## src/rtl/quickq_pkg.sv

```systemverilog
// quickq_pkg: shared QuickQ constants and the dequeue-reader state type.
// Used by the control FSM, the fill logic and the dequeue reader, so the
// sentinel and head address stay consistent across all of them.
package quickq_pkg;
   localparam logic [31:0] EMPTY_VAL = 32'hFFFF_FFFF;
   localparam logic [31:0] HEAD_ADDR = 32'd0;
   typedef enum logic [2:0] {IDLE, RD_REQ, RD_DATA, POP, POP_WAIT, ERR} deq_state_t;
endpackage

```

## src/rtl/quickq_out_fifo2.sv

```systemverilog
// quickq_out_fifo2: 2-entry valid/ready output buffer with occupancy count.
// Ports: clk, rst (sync, active-low); push_i/push_data_i write side;
// valid_o/ready_i/data_o stream side (data_o is the oldest entry);
// count_o is the registered occupancy (0..2).
// The writer must never push while count_o==2 unless popping in the same cycle.
module quickq_out_fifo2 #(
   parameter int DATA_W = 32
) (
   input  logic              clk,
   input  logic              rst,
   input  logic              push_i,
   input  logic [DATA_W-1:0] push_data_i,
   output logic              valid_o,
   input  logic              ready_i,
   output logic [DATA_W-1:0] data_o,
   output logic [1:0]        count_o
);
   logic [DATA_W-1:0] head_q, head_d, tail_q, tail_d;
   logic [1:0]        count_q, count_d, occ;
   logic              pop;
   always_comb begin
      pop     = (count_q != 2'd0) && ready_i;
      // occupancy after this cycle's pop decides which slot a push lands in
      occ     = count_q - {1'b0, pop};
      count_d = occ + {1'b0, push_i};
      head_d  = (push_i && occ == 2'd0) ? push_data_i : (pop ? tail_q : head_q);
      tail_d  = (push_i && occ == 2'd1) ? push_data_i : tail_q;
   end
   always_ff @(posedge clk) begin
      if (!rst) begin
         head_q  <= '0;
         tail_q  <= '0;
         count_q <= '0;
      end else begin
         head_q  <= head_d;
         tail_q  <= tail_d;
         count_q <= count_d;
      end
   end
   assign valid_o = (count_q != 2'd0);
   assign data_o  = head_q;
   assign count_o = count_q;
endmodule

```

## src/rtl/quickq_deq_reader.sv

```systemverilog
// quickq_deq_reader: reads the QuickQ head from BRAM, streams it out, then
// issues a one-cycle deq and waits for the control FSM to finish shifting.
// Ports: clk, rst (sync, active-low); q_empty/q_busy from the control FSM;
// bram_re/bram_addr/bram_rdata head read (1-cycle read latency); deq command;
// out_valid/out_ready/out_data output stream; underflow_err sticky flag set
// when the head holds the sentinel; pop_count counts completed pops (wraps).
module quickq_deq_reader #(
   parameter int                DATA_W    = 32,
   parameter int                ADDR_W    = 32,
   parameter logic [ADDR_W-1:0] HEAD_ADDR = quickq_pkg::HEAD_ADDR,
   parameter logic [DATA_W-1:0] EMPTY_VAL = quickq_pkg::EMPTY_VAL
) (
   input  logic              clk,
   input  logic              rst,
   input  logic              q_empty,
   input  logic              q_busy,
   input  logic [DATA_W-1:0] bram_rdata,
   output logic              bram_re,
   output logic [ADDR_W-1:0] bram_addr,
   output logic              deq,
   output logic              out_valid,
   input  logic              out_ready,
   output logic [DATA_W-1:0] out_data,
   output logic              underflow_err,
   output logic [15:0]       pop_count
);
   import quickq_pkg::*;
   deq_state_t  state_q, state_d;
   logic [15:0] pop_count_q, pop_count_d;
   logic        err_q, err_d, push;
   logic [1:0]  buf_count;
   quickq_out_fifo2 #(.DATA_W(DATA_W)) u_buf (
      .clk        (clk),
      .rst        (rst),
      .push_i     (push),
      .push_data_i(bram_rdata),
      .valid_o    (out_valid),
      .ready_i    (out_ready),
      .data_o     (out_data),
      .count_o    (buf_count)
   );
   always_comb begin
      state_d     = state_q;
      pop_count_d = pop_count_q;
      err_d       = err_q;
      push        = 1'b0;
      bram_re     = 1'b0;
      bram_addr   = '0;
      deq         = 1'b0;
      case (state_q)
         // registered buf_count only: a slot freed this cycle is not counted,
         // which keeps out_ready off the path to bram_re
         IDLE:     state_d = (!q_empty && !q_busy && buf_count < 2'd2) ? RD_REQ : IDLE;
         RD_REQ: begin
            bram_re   = 1'b1;
            bram_addr = HEAD_ADDR;
            state_d   = RD_DATA;
         end
         RD_DATA: begin
            push    = (bram_rdata != EMPTY_VAL);
            err_d   = err_q | !push;
            state_d = push ? POP : ERR;
         end
         POP: begin
            deq     = 1'b1;
            state_d = POP_WAIT;
         end
         POP_WAIT: begin
            pop_count_d = q_busy ? pop_count_q : pop_count_q + 16'd1;
            state_d     = q_busy ? POP_WAIT : IDLE;
         end
         default:  state_d = state_q;
      endcase
   end
   always_ff @(posedge clk) begin
      if (!rst) begin
         state_q     <= IDLE;
         pop_count_q <= '0;
         err_q       <= 1'b0;
      end else begin
         state_q     <= state_d;
         pop_count_q <= pop_count_d;
         err_q       <= err_d;
      end
   end
   assign underflow_err = err_q;
   assign pop_count     = pop_count_q;
endmodule
```

## config.mk

```make
export PLATFORM = sky130hd
export DESIGN_NAME = quickq_deq_reader
export DESIGN_NICKNAME = d
export VERILOG_FILES = /design/src/rtl/quickq_pkg.sv /design/src/rtl/quickq_out_fifo2.sv /design/src/rtl/quickq_deq_reader.sv
export SDC_FILE = /design/constraint.sdc
export NUM_CORES = 1
export LEC_CHECK = 0
export ABC_AREA = 1
export ABC_CLOCK_PERIOD_IN_PS = 1900
export CAP_MARGIN = 10
export CORE_MARGIN = 2
export CORE_UTILIZATION = 44
export DETAILED_ROUTE_END_ITERATION = 10
export PLACE_DENSITY = 0.84
export SLEW_MARGIN = 0
export SYNTH_ARGS = -nofsm -noshare
export SYNTH_HDL_FRONTEND = slang
export SYNTH_HIERARCHICAL = 1
export SYNTH_SLANG_ARGS = --single-unit
```

## constraint.sdc

```tcl
create_clock -name clk -period 1.9 [get_ports clk]
set_input_delay 0.57 -clock clk [delete_from_list [all_inputs] [get_ports clk]]
set_output_delay 0.57 -clock clk [all_outputs]
set_load 0.05 [all_outputs]
```

# Word level (Yosys, flattened, before mapping)
# Index checks and enable logic that the tools add are counted.
# Widths: inputs -> output; s select.
dict set report word_totals {
  regBits 86
  latchBits 0
  mem_bits_rw 0
  romBits 0
  in_bits 37
  out_inout_bits 84
  word_cells 41
  n_memories 0
}
dict set report op_classes {
  add_sub_neg 3
  multipliers 0
  div 0
  n_lt_le_gt_ge 1
  eq_ne 6
  shift 0
  n_mux 9
  bitwise 2
  reduce_logical 14
}
# op n
set ops {}
lappend ops {{$mux 32} 2}
lappend ops {{$ne 32x32->1 const B} 1}
lappend ops {{$add 16x1->16 const B} 1}
lappend ops {{$pmux 3 s5} 1}
lappend ops {{$eq 3x2->1 const B} 2}
lappend ops {{$mux 3} 2}
lappend ops {{$logic_and 1x1->1} 5}
lappend ops {{$reduce_bool 5->1} 1}
lappend ops {{$mux 1} 4}
lappend ops {{$reduce_bool 2->1} 2}
lappend ops {{$eq 3x1->1 const B} 1}
lappend ops {{$eq 3x3->1 const B} 1}
lappend ops {{$logic_not 1->1} 3}
lappend ops {{$logic_not 3->1} 1}
lappend ops {{$add 2x1->2} 1}
lappend ops {{$eq 2x1->1 const B} 1}
lappend ops {{$logic_not 2->1} 1}
lappend ops {{$lt 2x2->1 const B} 1}
lappend ops {{$reduce_and 2->1} 1}
lappend ops {{$sub 2x1->2} 1}
lappend ops {{$not 1->1} 1}
lappend ops {{$or 1x1->1} 1}

# Longest topological paths before layout
# Gate-level depths: netlist of run 1.
dict set report logic_depth {
  ltp_word 6
  ltp_mapped 14
  mapped_depth_nobuf 12
}

# Hierarchy
# The synthesis of run 1 kept the hierarchy.
# mod n_inst cells_each area_each_um2 seq_area_each_um2
set modules_own_cells {}
lappend modules_own_cells {quickq_out_fifo2 1 453 3228.1 1321.3}
lappend modules_own_cells {quickq_deq_reader 1 215 1382.6 400.4}

# Least setup slack after synthesis of run 1
# No wires, ideal clock.
dict set report synth_path {
  path_kind {reg-to-reg}
  startpoint {reg u_buf.count_q[1] (netlist: u_buf/count_o[1])}
  endpoint {reg u_buf.count_q[1] (netlist: u_buf/count_o[1])}
  setup_ns 0.113
  t_arrival_ns 1.951
  required_ns 1.787
  slack_ns -0.164
  path_stages_with_launch 15
  path_buffers 3
  period_less_slack_ns 2.064
  path_cell_list {dfxtp_1 > inv_2 > nand2_4 > nand2_4 > buf_2 > inv_1 > ha_1 > buf_2 > buf_2 > inv_1 > ha_1 > inv_1 > nand2_1 > nand2_1 > nor2_1}
}
dict set report synth_between {
  elab_chain_len 4
}
# element line_no
set synth_rtl {}
lappend synth_rtl {{from (decl)} quickq_out_fifo2.sv:19} ;# logic [1:0] count_q, count_d, occ;
lappend synth_rtl {{from (signal assigned)} quickq_out_fifo2.sv:37} ;# count_q <= count_d;
lappend synth_rtl {{$reduce_bool 2->1} n/a}
lappend synth_rtl {{named net out_valid} quickq_deq_reader.sv:21} ;# output logic out_valid,
lappend synth_rtl {{$logic_and 1x1->1} quickq_out_fifo2.sv:22} ;# pop = (count_q != 2'd0) && ready_i;
lappend synth_rtl {{$sub 2x1->2} quickq_out_fifo2.sv:24} ;# occ = count_q - {1'b0, pop};
lappend synth_rtl {{$add 2x1->2} quickq_out_fifo2.sv:25} ;# count_d = occ + {1'b0, push_i};
# The timed path passes the listed nets, and every way through them passes these cells.
# A chain may end at the register's enable or synchronous reset.

# Worst setup path in the final report of run 1
dict set report layout_path {
  startpoint {in bram_rdata[10]}
  endpoint {reg u_buf.head_q[20] (netlist: u_buf/data_o[20])}
}
dict set report layout_between {
  elab_chain_len 4
  elab_cells_between_ends 5
  cone_classes {eq/ne: 1; mux: 2; reduce/logical: 2}
}
# element line_no
set layout_rtl {}
lappend layout_rtl {{from (decl)} quickq_deq_reader.sv:17} ;# input logic [DATA_W-1:0] bram_rdata,
lappend layout_rtl {{$ne 32x32->1 *} quickq_deq_reader.sv:60} ;# push = (bram_rdata != EMPTY_VAL);
lappend layout_rtl {{$mux 1 *} quickq_deq_reader.sv:50} ;# case (state_q)
lappend layout_rtl {{named net push} quickq_deq_reader.sv:30} ;# logic err_q, err_d, push;
lappend layout_rtl {{$logic_and 1x1->1 *} quickq_out_fifo2.sv:26} ;# head_d = (push_i && occ == 2'd0) ? push_data_i : (pop ? tail_q : head_q);
lappend layout_rtl {{$mux 32 or $reduce_bool 2->1 (tied branches)} n/a}
lappend layout_rtl {{to (signal assigned)} quickq_out_fifo2.sv:31} ;# head_q <= '0;
lappend layout_rtl {{to (signal assigned)} quickq_out_fifo2.sv:35} ;# head_q <= head_d;
lappend layout_rtl {{to (decl)} quickq_out_fifo2.sv:18} ;# logic [DATA_W-1:0] head_q, head_d, tail_q, tail_d;
# The timed path passes the listed nets; every way through them passes the cells marked *.

==> metrics.md, run 1 <==
| Metric | Value |
|---|---|
| Reg-to-reg slack, setup | 0.12 ns |
| Routability congestion estimate | 0.849 |
| Post-synthesis simple-gate area fraction | 38.9% |
| Vias | 4711 |
| Rows | 37 |
| DR iter-0 viols | 358 |
| Layout cells sized above 1 | 26.1% |
| Ant diodes | 0 |
| Hold-fix buffer count after cts | 0 |
| Fin nets | 835 |
| Met3 routed WL | 977 um |
| Synth Area in Adders | 0.814% |
| Mean post-synth cell area | 6.90 sq um |
| CTS Root Cell | clkbuf_8 |
| Total routed wirelength | 12.8 mm |
| Routed WL per cell | 13.7 um |
| PD cells | 1150 nW/um^2 |
| Most common cell in the synthesized netlist | nand2_1 |
| Chip width | 106 um |
| Max layer used | met4 |
| Die height | 106 um |
| Vias in the first global route | 4260 |
| # IOs | 121 |
| Setup Skew | 0.0154 ns |
| Min Tclk post-route | 1.84 ns |
| Ys flop type | dfxtp_1 |
| Sequential share of the synthesized area | 37.3% |
| WL met1 | 5.07 mm |
| # DRC | 0 |
| Core ar. | 10200 sq um |
| Clock Latency Late Sink | 0.35 ns |
| Compound-Gate Fraction of Synth Area | 8.90% |
| GRT Total Usage | 21.5% |
| Detailed Place HPWL | 8.15 mm |
| Critical path type | in -> reg |
| Fmax | 0.544 GHz |
| Post-synth EDFFs | 0 |
| Largest net degree at the start of global routing | 38 |
| Status | complete, no violations |
| Max FO, Critical Path | 9 |
| Final period util | 96.7% |
| CTS buffer count | 9 |
| Initial Utilization | 45.1% |
| Commonest cells in the netlist | 183 x nand2_1, 86 x dfxtp_1, 74 x a21oi_1 |
| Clock-pin slew of the registers on the worst-case setup and hold paths | 0.09 ns |
| Worst Path Required | 2.15 ns |
| Maxcap violations | 0 |
| Synth Instances | 668 |
| Final hold violation count | 0 |
| Cell leakage power | 2.80 nW |
| Layout area overhead | 34.4% |
| Worst VDD drop | 0.000659 V |
| Area of the mapped netlist | 4610 sq um |
| Pins Over Slew Limit | 0 |
| Cell count after placement | 904 |
| Sinks on the clock net | 86 |
| Leading area contributor after synthesis | dfxtp_1 |
| Layout Cells excl Fill | 936 |
| Flops & latches, synth | 86 |
| Vias/cell | 5.03 |
| Min-Delay Path Class | reg -> reg |
| Crit. End Element | register |
| Max Root-Sink Buffers | 2 |
| Ys Warns | 6 |
| Die area | 11300 sq um |
| Initial antenna violation count | 0 |
| Routed Antenna Nets | 0 |
| WP data arrival | 2.08 ns |
| Met2 WL | 6.55 mm |
| XOR/XNOR Fraction of Synth Area | 0.733% |
| Fill cells | 929 |
| Synth area leaders | dfxtp_1 37%, nand2_1 15%, a21oi_1 8.0% |
| Async SR Flop Fraction | 0% |
| Startpoint Class | input port |
| H-tree depth | 3 |
| Setup violators final | 0 |
| CTS tree | done |
| Post-synthesis mux area share | 0% |
| Grt total ovfl | 0 |
| Synth top area share | 37.3% |
| Synth unique cells | 28 |
| First-pass GRT wire length | 19.8 mm |
| Largest family of logic cells by synthesized area | simple AND/OR/NAND/NOR gates |
| Number of detailed-routing iterations run before antenna repair | 5 |
| Post-layout util | 60.6% |
| Buffers on Ports | 88 |
[worst max-delay path, cell delays in order]
cell and delay [ns]:
clkdlybuf4s15_1 0.18, nand2_1 0.06, nor2_2 0.14, nand2_1 0.10, nor2_2 0.12, nand2_1 0.08
nand2_2 0.09, nor2_4 0.06, nand3_4 0.12, buf_12 0.16, nand2_8 0.08, clkbuf_16 0.18
nand2_1 0.07, a21oi_1 0.06
[metrics by stage]
step	setup TNS (ns)	area, sq um	hold slack (ns)	setup slack, ns	total power, mW
2_1_floorplan	-0.0274	4760	0.452	-0.00274	4.44
3_3_place_gp	-35.53	5830	0.450	-0.566	5.44
3_5_place_dp	-38.42	5830	0.455	-0.625	5.48
4_1_cts	0	6120	0.471	0.0170	6.83
5_1_grt	-0.344	6200	0.495	-0.0455	7.53
6_report	0	6200	0.470	0.0631	7.16
[worst paths after layout]
| path | start | to | depth (start not counted) |
|---|---|---|---|
| worst max-delay path | bram_rdata[10] | u_buf/data_o[20] | 14 |
| worst min-delay path | underflow_err | underflow_err | 2 |
| worst max register to register | u_buf/count_o[0] | u_buf/data_o[27] | 11 |
| worst min register to register | underflow_err | underflow_err | 2 |
[registers in the layout, indices dropped and copies added (netlist names)]
register	cells
u_buf/data_o	32
u_buf/tail_q	32
pop_count	16
state_q	3
u_buf/count_o	2
underflow_err	1
[layout make-up]
cell class	count	area (sq um)	share of cell area, %
clock buffer	11	151	2.44
clock inverter	5	41.3	0.666
inverter	34	128	2.06
multi-input combinational	502	2500	40.3
sequential	86	1720	27.8
tap	136	170	2.75
timing repair buffer	162	1490	24.0
[cells by family (layout without fill, tap and decap cells)]
kind of cell / Yosys count / after routing
compound gates: 81 / 81
fa+ha+maj: 3 / 3
flops: 86 / 86
xor+xnor: 3 / 3
buf+inv: 111 / 212
simple gates: 383 / 383
other cells: 1 / 32
[routing by layer]
metal / global-route usage (%) / up-vias
li1: - / 2370
met1: 26.2 / 2118
met2: 37.9 / 209
met3: 4.60 / 14
met4: 6.20 / 0
met5: 0 / -
[where the power goes]
part	internal [mW]	leakage (nW)	switching, mW	total [mW]
Clock	0.556	0.0922	0.677	1.23
Combinational	1.50	2.01	2.33	3.83
Sequential	1.99	0.695	0.108	2.09
Total	4.05	2.80	3.11	7.16
[repair_timing]
item | in CTS | in global routing
setup endpoints to repair | 66 | 66
pin swaps | 22 | 13
resized for setup | 47 | 72
setup buffers | 7 | 5
cloned | 1 | 4
[cell usage in the layout (no fill, tap or decap), types with 2 or more instances in the layout]
master,synthesis,final
nand3_1,50,50
nand4_1,31,31
clkdlybuf4s15_1,0,6
clkdlybuf4s50_1,0,2
a211oi_1,2,2
conb_1,1,32
nand3_4,2,2
nor2_2,2,11
clkbuf_8,0,11
buf_12,0,19
nor2_4,3,4
buf_4,38,101
clkinv_4,0,2
nor2_1,70,60
nand2_8,0,2
inv_1,31,30
nor3_1,4,4
a21oi_2,0,2
clkinvlp_4,0,2
nand2_2,4,10
nand2_1,183,176
ha_1,3,2
o21ai_0,5,5
clkbuf_2,0,26
a21oi_1,74,72
nand3b_1,30,30
clkbuf_16,0,4
dfxtp_1,86,86
inv_2,3,4
No activity file was read; power rests on OpenSTA's default activity.
==> run 2: changes to the inputs <==
Settings changed: ABC_CLOCK_PERIOD_IN_PS 1900 to 1500.
Clock period 1.9 ns to 1.5 ns, I/O delays scaled along.
==> metrics.md, run 2 (same netlist as run 1, synthesis figures left out) <==
| Metric | Value |
|---|---|
| Most frequent cells in the layout | 116 x nand2_1, 75 x dfxtp_1, 73 x buf_4 |
| Critical Path Max Stage Delay | 0.36 ns (+0.18 ns) |
| Die height | 106 um (unchanged) |
| Initial antenna violation count | 0 (unchanged) |
| Worst Path Required | 1.78 ns (-0.37 ns) |
| Most common cell after layout, fill and taps aside | nand2_1 |
| Vias | 5975 (+27%) |
| Setup violators final | 71 (+71) |
| Startpoint Class | register |
| Crit. End Element | register |
| Final hold violation count | 0 (unchanged) |
| Number of detailed-routing iterations run before antenna repair | 5 (unchanged) |
| Max Root-Sink Buffers | 2 (unchanged) |
| GRT Total Usage | 29.3% (+7.8 points) |
| Cell leakage power | 3.41 nW (+22%) |
| Buffers on Ports | 88 (unchanged) |
| Critical path type | reg -> reg |
| PD cells | 1450 nW/um^2 (+25%) |
| Sinks on the clock net | 86 (unchanged) |
| Status | finished, violations left |
| WP data arrival | 2.20 ns (+0.12 ns) |
| Ant diodes | 0 (unchanged) |
| Fin nets | 869 (+4.1%) |
| Detailed Place HPWL | 8.46 mm (+3.9%) |
| R2R Path Start | state_q[2] |
| Fin worst setup slack | -0.424 ns (-0.487 ns) |
| Max FO, Critical Path | 8 (-1) |
| First-pass GRT wire length | 26.5 mm (+33%) |
| Rows | 37 (unchanged) |
| Layout cells sized above 1 | 48.9% (+23 points) |
| H-tree depth | 3 (unchanged) |
| # DRC | 0 (unchanged) |
| DR iter-0 viols | 772 (+120%) |
| CTS buffer count | 9 (unchanged) |
| Hold-fix buffer count after cts | 0 (unchanged) |
| Worst-path cell chain | inv_2, nand2_1, nor2_4, inv_2, nor2_4, buf_12, buf_8, buf_16, nand3b_1, nand2_1, nor2_1 |
| Hold endpoint | u_buf/tail_q[2] |
| Worst R2R End | u_buf/tail_q[1] |
| CTS tree | done |
| Initial Utilization | 45.1% (unchanged) |
| Total power | 11.8 mW (+64%) |
| Slowest-stage cell, CP | dfxtp_1 |
| Routed Antenna Nets | 0 (unchanged) |
| CTS Root Cell | clkbuf_8 |
| Fmax | 0.520 GHz |
| Vias/cell | 6.17 (+23%) |
| Layout Cells excl Fill | 969 (+3.5%) |
| Grt total ovfl | 0 (unchanged) |
| Min-Delay Path Class | in -> reg |
| Core ar. | 10200 sq um (unchanged) |
| Hold Crit Start | bram_rdata[2] |
| Routability congestion estimate | 0.832 (-2.1%) |
| Vias in the first global route | 5509 (+29%) |
| Setup Skew | 0.0226 ns (+0.00719 ns) |
| Reg-to-reg slack, setup | -0.42 ns (-0.54 ns) |
| Hold path depth | 4 (+2) |
| Maxcap violations | 0 (unchanged) |
| WHS | 0.426 ns (-0.0434 ns) |
| Chip width | 106 um (unchanged) |
| # IOs | 121 (unchanged) |
| Die area | 11300 sq um (unchanged) |
| Failing checks | setup timing |
| Min Tclk post-route | 1.92 ns |
| RSZ-0062 raised after global routing | yes |
| Cell count after placement | 907 (+0.33%) |
| Final period util | 128% |
| Total routed wirelength | 21.4 mm (+67%) |
| Worst VDD drop | 0.00102 V (+56%) |
| Layout area overhead | 75.9% |
| Pins Over Slew Limit | 0 (unchanged) |
| Routed WL per cell | 22.1 um (+62%) |
| Largest net degree at the start of global routing | 35 (-7.9%) |
| Clock Latency Late Sink | 0.40 ns (+0.05 ns) |
| Clock-pin slew of the registers on the worst-case setup and hold paths | 0.11 ns (+0.02 ns) |
| Reg2reg path depth | 11 (unchanged) |
## run 2: changes by cell type in the layout (fill, tap and decap cells not counted), sizes merged
cell           before  now
buf               123  184
clkbuf             41   19
clkdlybuf4s15       6    0
bufinv              0    1
clkinvlp            2    1
## run 2: layout make-up
cell class | instances | area, sq um
Clock buffer | 10 | 149
Tap cell | 136 | 170
Timing Repair Buffer | 196 | 2600
Clock inverter | 5 | 63.8
Fill cell | 543 | 2120
Inverter | 34 | 158
Sequential cell | 86 | 1740
Multi-Input combinational cell | 502 | 3220
## run 2: worst max path at each step
stage,startpoint,cells past startpoint,slack (ns),end
detailed placement,bram_rdata[3],14,-0.95,u_buf/tail_q[6]
global placement,bram_rdata[3],14,-0.86,u_buf/tail_q[6]
CTS,u_buf/count_o[1],12,-0.21,u_buf/data_o[23]
global route,u_buf/count_o[1],12,-0.47,u_buf/tail_q[1]
finish,state_q[2],11,-0.42,u_buf/tail_q[1]
floorplan,u_buf/count_o[1],12,-0.29,u_buf/tail_q[10]
## run 2: power by group
part           internal (mW)  switching, mW  total [mW]
clock network          0.877          0.955        1.83
registers               2.53          0.272        2.80
logic                   2.93           4.20        7.12
total                   6.33           5.42        11.8
## run 2: per-stage QoR
stage | util, % | TNS [ns] | setup WS [ns] | cell area [sq um]
detailed placement | 63.3 | -63.15 | -0.950 | 6470
finish | 79.3 | -19.23 | -0.424 | 8110
CTS | 71.7 | -10.05 | -0.211 | 7340
global route | 79.3 | -21.32 | -0.468 | 8110
floorplan | - | -18.05 | -0.289 | 4860
global placement | 63.3 | -57.95 | -0.861 | 6470
## run 2: routing by layer
metal	share of wire, %	GRT usage, %	vias to the layer above
met1	33	32.3	2715
li1	-	-	2442
met4	9.3	18.1	0
met3	12	6.93	220
met2	46	50.5	598
met5	0	0	-
## run 2: worst max-delay path: cells and delay by family (launching register included)
family | cells | cell delay [ns]
flip-flops | 1 | 0.36
AND/OR/NAND/NOR | 6 | 0.87
buffers and inverters | 5 | 0.58
## run 2: what timing repair did
item / in CTS / in global routing
pin swaps: 50 / 78
setup buffers: 26 / 14
endpoints found under the setup margin: 70 / 84
gates cloned: 9 / 8
resized for setup: 201 / 200
